$ cat config.mk
export PLATFORM = sky130hd
export DESIGN_NAME = uart_tx_param
export DESIGN_NICKNAME = d
export VERILOG_FILES = /design/src/rtl/uart_tx_param.sv
export SDC_FILE = /design/constraint.sdc
export NUM_CORES = 1
export LEC_CHECK = 0
export ABC_CLOCK_PERIOD_IN_PS = 3200
export BUFFER_PORTS_ARGS = -buffer_cell sky130_fd_sc_hd__clkbuf_2
export CAP_MARGIN = 10
export CORE_ASPECT_RATIO = 0.8
export CORE_MARGIN = 1
export CORE_UTILIZATION = 27
export CTS_BUF_LIST = sky130_fd_sc_hd__clkbuf_4
export DETAILED_ROUTE_END_ITERATION = 10
export HOLD_SLACK_MARGIN = 0.02
export PLACE_DENSITY = 0.43
export SYNTH_ARGS = -nofsm -noshare
export SYNTH_HDL_FRONTEND = slang
export SYNTH_SLANG_ARGS = --single-unit
$ cat constraint.sdc
create_clock -name clk -period 3.2 [get_ports clk]
set_input_delay 0.96 -clock clk [delete_from_list [all_inputs] [get_ports clk]]
set_output_delay 0.96 -clock clk [all_outputs]
set_load 0.02 [all_outputs]
$ cat src/rtl/uart_tx_param.sv
// uart_tx_param: UART transmitter with an input FIFO and valid/ready handshake.
// Serialises DATA_W-bit words into start/data/[parity]/stop frames, back to back
// when words are queued. Optional parity bit is enabled by defining
// UART_TX_PARITY_EN (adds the parity_odd port and a parity bit after the data).
module uart_tx_param #(
  parameter int unsigned DATA_W       = 8,
  parameter int unsigned CLKS_PER_BIT = 435,
  parameter int unsigned STOP_BITS    = 1,
  parameter int unsigned FIFO_DEPTH   = 4,
  parameter int unsigned MSB_FIRST    = 1
) (
  input  logic                            clk,
  input  logic                            reset,
  input  logic                            s_valid,
  input  logic [DATA_W-1:0]               s_data,
  output logic                            s_ready,
`ifdef UART_TX_PARITY_EN
  input  logic                            parity_odd,
`endif
  output logic                            tx,
  output logic                            busy,
  output logic                            done,
  output logic [$clog2(FIFO_DEPTH+1)-1:0] fifo_count
);

  localparam int unsigned BaudW = $clog2(CLKS_PER_BIT);
  localparam int unsigned IdxW  = $clog2(DATA_W);
  localparam int unsigned PtrW  = $clog2(FIFO_DEPTH);
  localparam int unsigned CntW  = $clog2(FIFO_DEPTH + 1);

  localparam logic [BaudW-1:0] BaudLast = BaudW'(CLKS_PER_BIT - 1);
  localparam logic [IdxW-1:0]  DataLast = IdxW'(DATA_W - 1);
  localparam logic [IdxW-1:0]  StopLast = IdxW'(STOP_BITS - 1);
  localparam logic [CntW-1:0]  CntFull  = CntW'(FIFO_DEPTH);

`ifdef UART_TX_PARITY_EN
  typedef enum logic [2:0] {StIdle, StStart, StData, StParity, StStop} state_e;
`else
  typedef enum logic [1:0] {StIdle, StStart, StData, StStop} state_e;
`endif

  // ---------------------------------------------------------------------------
  // Input FIFO
  // ---------------------------------------------------------------------------
  logic [DATA_W-1:0] mem_q [FIFO_DEPTH];
  logic [PtrW-1:0]   wr_ptr_q, rd_ptr_q;
  logic [CntW-1:0]   count_q;
  logic              push, pop, empty;
  logic [DATA_W-1:0] head;

  assign s_ready    = (count_q != CntFull);
  assign push       = s_valid && s_ready;
  assign empty      = (count_q == '0);
  assign head       = mem_q[rd_ptr_q];
  assign fifo_count = count_q;

  // FIFO storage; contents need no reset since count_q gates every read
  always_ff @(posedge clk) begin
    if (push) begin
      mem_q[wr_ptr_q] <= s_data;
    end
  end

  // FIFO pointers and occupancy; pointers wrap naturally at the power-of-2 depth
  always_ff @(posedge clk or posedge reset) begin
    if (reset) begin
      wr_ptr_q <= '0;
      rd_ptr_q <= '0;
      count_q  <= '0;
    end else begin
      if (push) wr_ptr_q <= wr_ptr_q + 1'b1;
      if (pop)  rd_ptr_q <= rd_ptr_q + 1'b1;
      if (push && !pop) begin
        count_q <= count_q + 1'b1;
      end else if (pop && !push) begin
        count_q <= count_q - 1'b1;
      end
    end
  end

  // ---------------------------------------------------------------------------
  // Frame serialiser
  // ---------------------------------------------------------------------------
  state_e            state_q, state_d;
  logic [BaudW-1:0]  baud_q, baud_d;
  logic [IdxW-1:0]   idx_q, idx_d;
  logic [DATA_W-1:0] sh_q, sh_d;
  logic              tx_q, tx_d;
  logic              done_q, done_d;
  logic              bit_end, load, out_bit;
  logic [DATA_W-1:0] sh_next;
`ifdef UART_TX_PARITY_EN
  logic              par_q, par_d;
`endif

  assign bit_end = (baud_q == BaudLast);
  // The shift register always presents the next data bit at one fixed end
  assign out_bit = (MSB_FIRST != 0) ? sh_q[DATA_W-1] : sh_q[0];
  assign sh_next = (MSB_FIRST != 0) ? {sh_q[DATA_W-2:0], 1'b0} : {1'b0, sh_q[DATA_W-1:1]};

  // Serialiser state, baud/bit counters and registered line outputs
  always_ff @(posedge clk or posedge reset) begin
    if (reset) begin
      state_q <= StIdle;
      baud_q  <= '0;
      idx_q   <= '0;
      sh_q    <= '0;
      tx_q    <= 1'b1;
      done_q  <= 1'b0;
`ifdef UART_TX_PARITY_EN
      par_q   <= 1'b0;
`endif
    end else begin
      state_q <= state_d;
      baud_q  <= baud_d;
      idx_q   <= idx_d;
      sh_q    <= sh_d;
      tx_q    <= tx_d;
      done_q  <= done_d;
`ifdef UART_TX_PARITY_EN
      par_q   <= par_d;
`endif
    end
  end

  // Next-state: tx_d is the value the line holds for the whole upcoming bit
  always_comb begin
    state_d = state_q;
    baud_d  = baud_q;
    idx_d   = idx_q;
    sh_d    = sh_q;
    tx_d    = tx_q;
    done_d  = 1'b0;
    load    = 1'b0;
    pop     = 1'b0;
`ifdef UART_TX_PARITY_EN
    par_d   = par_q;
`endif

    if (state_q != StIdle) begin
      baud_d = bit_end ? '0 : baud_q + 1'b1;
    end

    unique case (state_q)
      StIdle: begin
        tx_d = 1'b1;
        if (!empty) load = 1'b1;
      end
      StStart: begin
        if (bit_end) begin
          state_d = StData;
          idx_d   = '0;
          tx_d    = out_bit;
          sh_d    = sh_next;
        end
      end
      StData: begin
        if (bit_end) begin
          if (idx_q == DataLast) begin
            idx_d = '0;
`ifdef UART_TX_PARITY_EN
            state_d = StParity;
            tx_d    = par_q;
`else
            state_d = StStop;
            tx_d    = 1'b1;
`endif
          end else begin
            idx_d = idx_q + 1'b1;
            tx_d  = out_bit;
            sh_d  = sh_next;
          end
        end
      end
`ifdef UART_TX_PARITY_EN
      StParity: begin
        if (bit_end) begin
          state_d = StStop;
          idx_d   = '0;
          tx_d    = 1'b1;
        end
      end
`endif
      StStop: begin
        if (bit_end) begin
          if (idx_q == StopLast) begin
            done_d = 1'b1;
            // Chain straight into the next frame when a word is waiting
            if (!empty) begin
              load = 1'b1;
            end else begin
              state_d = StIdle;
              tx_d    = 1'b1;
            end
          end else begin
            idx_d = idx_q + 1'b1;
          end
        end
      end
      default: begin
        state_d = StIdle;
        tx_d    = 1'b1;
      end
    endcase

    // Pop the head word and drive the start bit on the same edge
    if (load) begin
      pop     = 1'b1;
      sh_d    = head;
      state_d = StStart;
      tx_d    = 1'b0;
      baud_d  = '0;
      idx_d   = '0;
`ifdef UART_TX_PARITY_EN
      par_d   = (^head) ^ parity_odd;
`endif
    end
  end

  assign tx   = tx_q;
  assign done = done_q;
  assign busy = (state_q != StIdle);

endmodule

* Yosys cells after proc, flatten, opt, wreduce, memory -nomap -nowiden
Memories as Yosys holds them, arrays and structs flattened. Cells that the tools add are included.
Storage, ports and cells: register bits 31, ROM bits 0, bits in latches 0, word-level logic and storage cells 90, bits of input ports 11, memories kept 1, memory bits (writable) 32
Cells by class: div/mod/pow operators 0, $add $sub $neg 6, shifts and indexed selects 0, multiply operators 0, magnitude comparators 0, bitwise gates (word level) 0, equal/unequal tests 14, reduce and logical (&&, ||, !) cells 17, multiplexer cells 43
Memory list:
- mem_q | depth 4, bits a word 8, rd ports 1, clocked after memory_dff 0, wr ports 1, RTL line 45 | logic [DATA_W-1:0] mem_q [FIFO_DEPTH];
Operators with widths (number):
- $mux W8 | 4
- $mux W9 | 3
- $ne A3 B3 Y1 const B | 9
- $mux W3 | 8
- $mux W1 | 16
- $pmux W8 S2 | 1
- $mux W2 | 7
- $reduce_and A5 Y1 | 2
- $add A9 B1 Y9 const B | 1
- $eq A9 B9 Y1 const B | 1
- $pmux W3 S3 | 1
- $reduce_and A7 Y1 | 1
- $add A3 B1 Y3 const B | 2
- $logic_not A3 Y1 | 2
- $pmux W2 S3 | 1
- $reduce_bool A2 Y1 | 3
- $add A2 B1 Y2 const B | 2
- $eq A2 B2 Y1 const B | 2
- $pmux W1 S4 | 1
- $reduce_and A4 Y1 | 1
- $reduce_bool A4 Y1 | 1
- $eq A3 B3 Y1 const B | 1
- $logic_and A1 B1 Y1 | 3
- $reduce_bool A3 Y1 | 1
- 5 further kinds | 6

* Longest topological paths before layout
depth in word-level cells 9, depth in mapped cells 12, depth with buffers taken out 12

* Worst setup path after synthesis
No wires, ideal clock.
kind reg2reg, from reg baud_q[0], to reg count_q[2] (netlist: fifo_count[2]), data arrival time 2427 ps, clock period less this slack 2506 ps, stages on the path, launching flop included 13, slack 694 ps, cell sequence dfrtp_1 inv_1 ha_1 and4bb_2 a31oi_2 nor3_4 inv_2 ha_1 inv_1 fa_1 xor2_1 nor2_1 xor2_1
On the way: word-level cells in the longest chain between the ends 7, elaborated cells on any way between the ends 9, classes of those cells eq/ne (1); mux (4); reduce/logical (4)
RTL lines:
- start, declared | RTL line 85 | logic [BaudW-1:0] baud_q, baud_d;
- start signal, assigned | RTL line 115 | baud_q <= baud_d;
- $eq A9 B9 Y1 * | RTL line 96 | assign bit_end = (baud_q == BaudLast);
- $mux W1 * | RTL line 185 | if (bit_end) begin
- $pmux W1 S2 * | RTL line 144 | unique case (state_q)
- $mux W1 * | RTL line 207 | if (load) begin
- $logic_not A1 Y1 | RTL line 73 | if (push && !pop) begin
- $logic_and A1 B1 Y1 | RTL line 73
- $mux W3 or $reduce_bool A2 Y1 (tied branches)
- end signal, assigned | RTL line 74 | count_q <= count_q + 1'b1;
- end signal, assigned | RTL line 76 | count_q <= count_q - 1'b1;
- end, declared | RTL line 47 | logic [CntW-1:0] count_q;
Every way passes the cells marked *; elsewhere a longest branch is shown, timed or not. A chain may end at the register's enable or synchronous reset.

* Worst setup path after layout
Ends and elaborated chain as after synthesis.

==> flow_summary_export.csv <==
group,metric,value,unit
global_route,use_met1,0.1627,
finish,fin_cells,394,
timing,setup_slack,439.1,ps
timing,finalCritPeriodShare,0.8628,
floorplanning,ios,18,
timing,period_minus_slack,2761,ps
timing,fmax,362.2,MHz
routing,wl_per_cell,14.90,um
worst_setup_path,arrival,3100,ps
floorplanning,core_area,10980,um2
cts,ctsHtreeMaxLevel,3,
global_route,grt_start_max_net_pins,20,
worst_setup_path,required,3540,ps
logic_synthesis,post-synth-top-count-cell,"edfxtp_1",
power,pwr_density_cell,565.6,nW/um2
routing,vias_per_cell,4.530,
job,cap_violations,0,
cts,numCtsBuffers,9,
place,dpl.hpwl,4259,um
worst_setup_path,start_kind,"flop",
worst_setup_path,critPathCaptureType,"flop",
logic_synthesis,postSynth.asyncResetShare,0.4921,
cts,clock_path_buffers,2,
logic_synthesis,syn_area_per_cell,13.99,um2
global_route,grtUsageMet3,0.03345,
place,pre_cts_ws,439.6,ps
floorplanning,start_util,0.2791,
logic_synthesis,ys.flop_type,"edfxtp_1",
global_route,grt_use_total,0.1126,
logic_synthesis,synth_fp_nets,246,
logic_synthesis,syn_inst,219,
global_route,grt_antenna_before_repair,0,
timing,hold_violations,0,
logic_synthesis,synth_seq_area_share,0.5674,
finish,syn_to_final_growth,14.05,%
logic_synthesis,ys_seq_elements,63,
floorplanning,die_area,11780,um2
power,p_leak,1.358,nW
global_route,grt_pass1_vias,1874,
routing,totalWireLength,5872,um
timing,slew_viol_final,0,
routing,drcViolationCount,0,
finish,layout-drive-gt1-share,0.2720,
logic_synthesis,yosysWarnings,0,
timing,fin_worst_skew,12.93,ps
worst_setup_path,critical_path_class,"flop to flop",
timing,setup_viol,0,
worst_setup_path,cp_slowest_stage_delay,440,ps
global_route,grt_pass1_wl,9880,um
logic_synthesis,synth_cell_types,52,
finish,antenna_cells,0,
place,io_buffers,17,
global_route,use_met2,0.1582,
power,peakVddDrop,0.3089,mV
timing,worst_slew_pin_slew,799.3,ps
cts,cts_resized,0,
floorplanning,rows,34,
hold_path,hp-class,"flop to flop",
routing,vias,1785,
place,gp_congestion,0.7570,
cts,clock-sinks,63,
global_route,grt-ovfl-total,0,
finish,final_util,0.3183,
worst_setup_path,crit_buf_inv,3,
logic_synthesis,synthesis.area,3063,um2
floorplanning,die_w,121.1,um
logic_synthesis,yosys-top-cells-area,"edfxtp_1 31%, dfrtp_1 25%, ha_1 6.1%",
worst_setup_path,crit_path_max_fanout,10,
timing,rsz0062_at_grt,"no",
logic_synthesis,synth_top_area_frac,0.3137,
cts,clock_latency,410,ps
worst_setup_path,slowest_stage,"dfrtp_1",
worst_setup_path,crit_family,"adder cells",
routing,first_pass_iters,4,
cts,cts_root_buf,"clkbuf_4",
place,place_inst,378,
cts,cts.clk_slew.worst_paths,120,ps
logic_synthesis,synth_edf_count,32,
timing,maxSlewHeadroom,0.4666,
power,finalPower,1.976,mW
routing,drt_iter0_markers,65,
cts,hold_buffers,0,
routing,antenna_left,0,
timing,setup-tns-final,0,ps
status,outcome,"completed",
logic_synthesis,synth_top_area_cell,"edfxtp_1",
floorplanning,die_h,97.27,um
global_route,busiest_layer,"met1",
finish,final_nets,272,
logic_synthesis,synthTopCellsByCount,"32 x edfxtp_1, 30 x dfrtp_1, 15 x ha_1",
cts,postCtsSetupRepairBufs,0,
worst_setup_path,cp_cell_sequence,"inv_1, ha_1, and4bb_2, a31oi_2, nor3_4, inv_2, ha_1, inv_1, fa_1, xor2_1, nor2_1, xor2_1",
cts,cts_tree,"yes",
==> worst paths after layout <==
| kind | start | endpoint | slack, ps | depth (start not counted) |
|---|---|---|---|---|
| setup reg to reg | baud_q[0]$_DFFE_PP0P_ | fifo_count[2]$_DFFE_PP0P_ | 440 | 12 |
| hold reg to reg | fifo_count[2]$_DFFE_PP0P_ | fifo_count[2]$_DFFE_PP0P_ | 560 | 1 |
| min in group asynchronous | reset | baud_q[6]$_DFFE_PP0P_ | 670 | 2 |
| setup / recovery | baud_q[0]$_DFFE_PP0P_ | fifo_count[2]$_DFFE_PP0P_ | 440 | 12 |
| hold / removal | fifo_count[2]$_DFFE_PP0P_ | fifo_count[2]$_DFFE_PP0P_ | 560 | 1 |
| max in group asynchronous | reset | tx$_DFFE_PP1P_ | 1860 | 3 |
==> kinds of logic (layout without fill, tap and decap cells) <==
group,after synthesis,count (layout),share of synthesized area
multiplexers,26,26,0.1250
adder cells (fa/ha/maj),16,16,0.06781
AO/OA/AOI/OAI,32,32,0.07149
buffers and inverters,18,49,0.02288
AND/OR/NAND/NOR,57,57,0.1254
XOR/XNOR,7,7,0.02002
flip-flops,63,63,0.5674
==> cell type report <==
| class | instances | area, um2 |
|---|---|---|
| Clock buffer | 9 | 67.56 |
| Clock inverter | 7 | 96.34 |
| Fill cell | 1117 | 7482 |
| Inverter | 13 | 48.80 |
| Multi-Input combinational cell | 138 | 1255 |
| Sequential cell | 63 | 1738 |
| Tap cell | 144 | 180.2 |
| Timing Repair Buffer | 20 | 107.6 |
==> stage by stage <==
stage                     hold WS (ps)  instance area, um2
after floorplan                  515.6                3063
after global placement           542.2                3329
after detailed placement         554.6                3329
after CTS                        569.7                3493
final                            559.9                3493
after global routing             597.3                3493
==> report_power, final <==
part | internal, mW | total [mW] | switching, mW
logic | 0.122 | 0.304 | 0.182
clock network | 0.318 | 0.633 | 0.315
registers | 0.977 | 1.04 | 0.0616
total | 1.42 | 1.98 | 0.559
==> metal layers <==
layer,part of all wire,wire (um),vias to the layer above
met5,0,0,-
met4,0.0089,52,0
met3,0.024,143,4
met2,0.42,2476,18
met1,0.54,3200,879
li1,-,-,884
==> cell usage in the layout, fill, tap and decap left out, types with 3 or more instances in the layout <==
cell / synthesis / layout
edfxtp_1: 32 / 32
dfrtp_1: 30 / 30
clkbuf_2: 0 / 17
ha_1: 15 / 15
nand2_1: 12 / 12
mux2_2: 12 / 12
inv_1: 11 / 11
nor2_1: 10 / 10
clkbuf_4: 0 / 9
a21oi_1: 8 / 8
mux4_2: 8 / 8
o21ai_0: 7 / 7
and3_1: 6 / 6
mux2_1: 6 / 6
xor2_1: 4 / 4
nand3_1: 4 / 4
a311oi_1: 4 / 4
xnor2_1: 3 / 3
buf_4: 0 / 3
==> sequential cells by signal, indices dropped and copies added, names as in the netlist <==
register,cells
done,1
sh_q,8
tx,1
fifo_count,3
mem_q,32
idx_q,3
rd_ptr_q,2
state_q,2
wr_ptr_q,2
baud_q,9
Power figures use the tool's default switching activity.
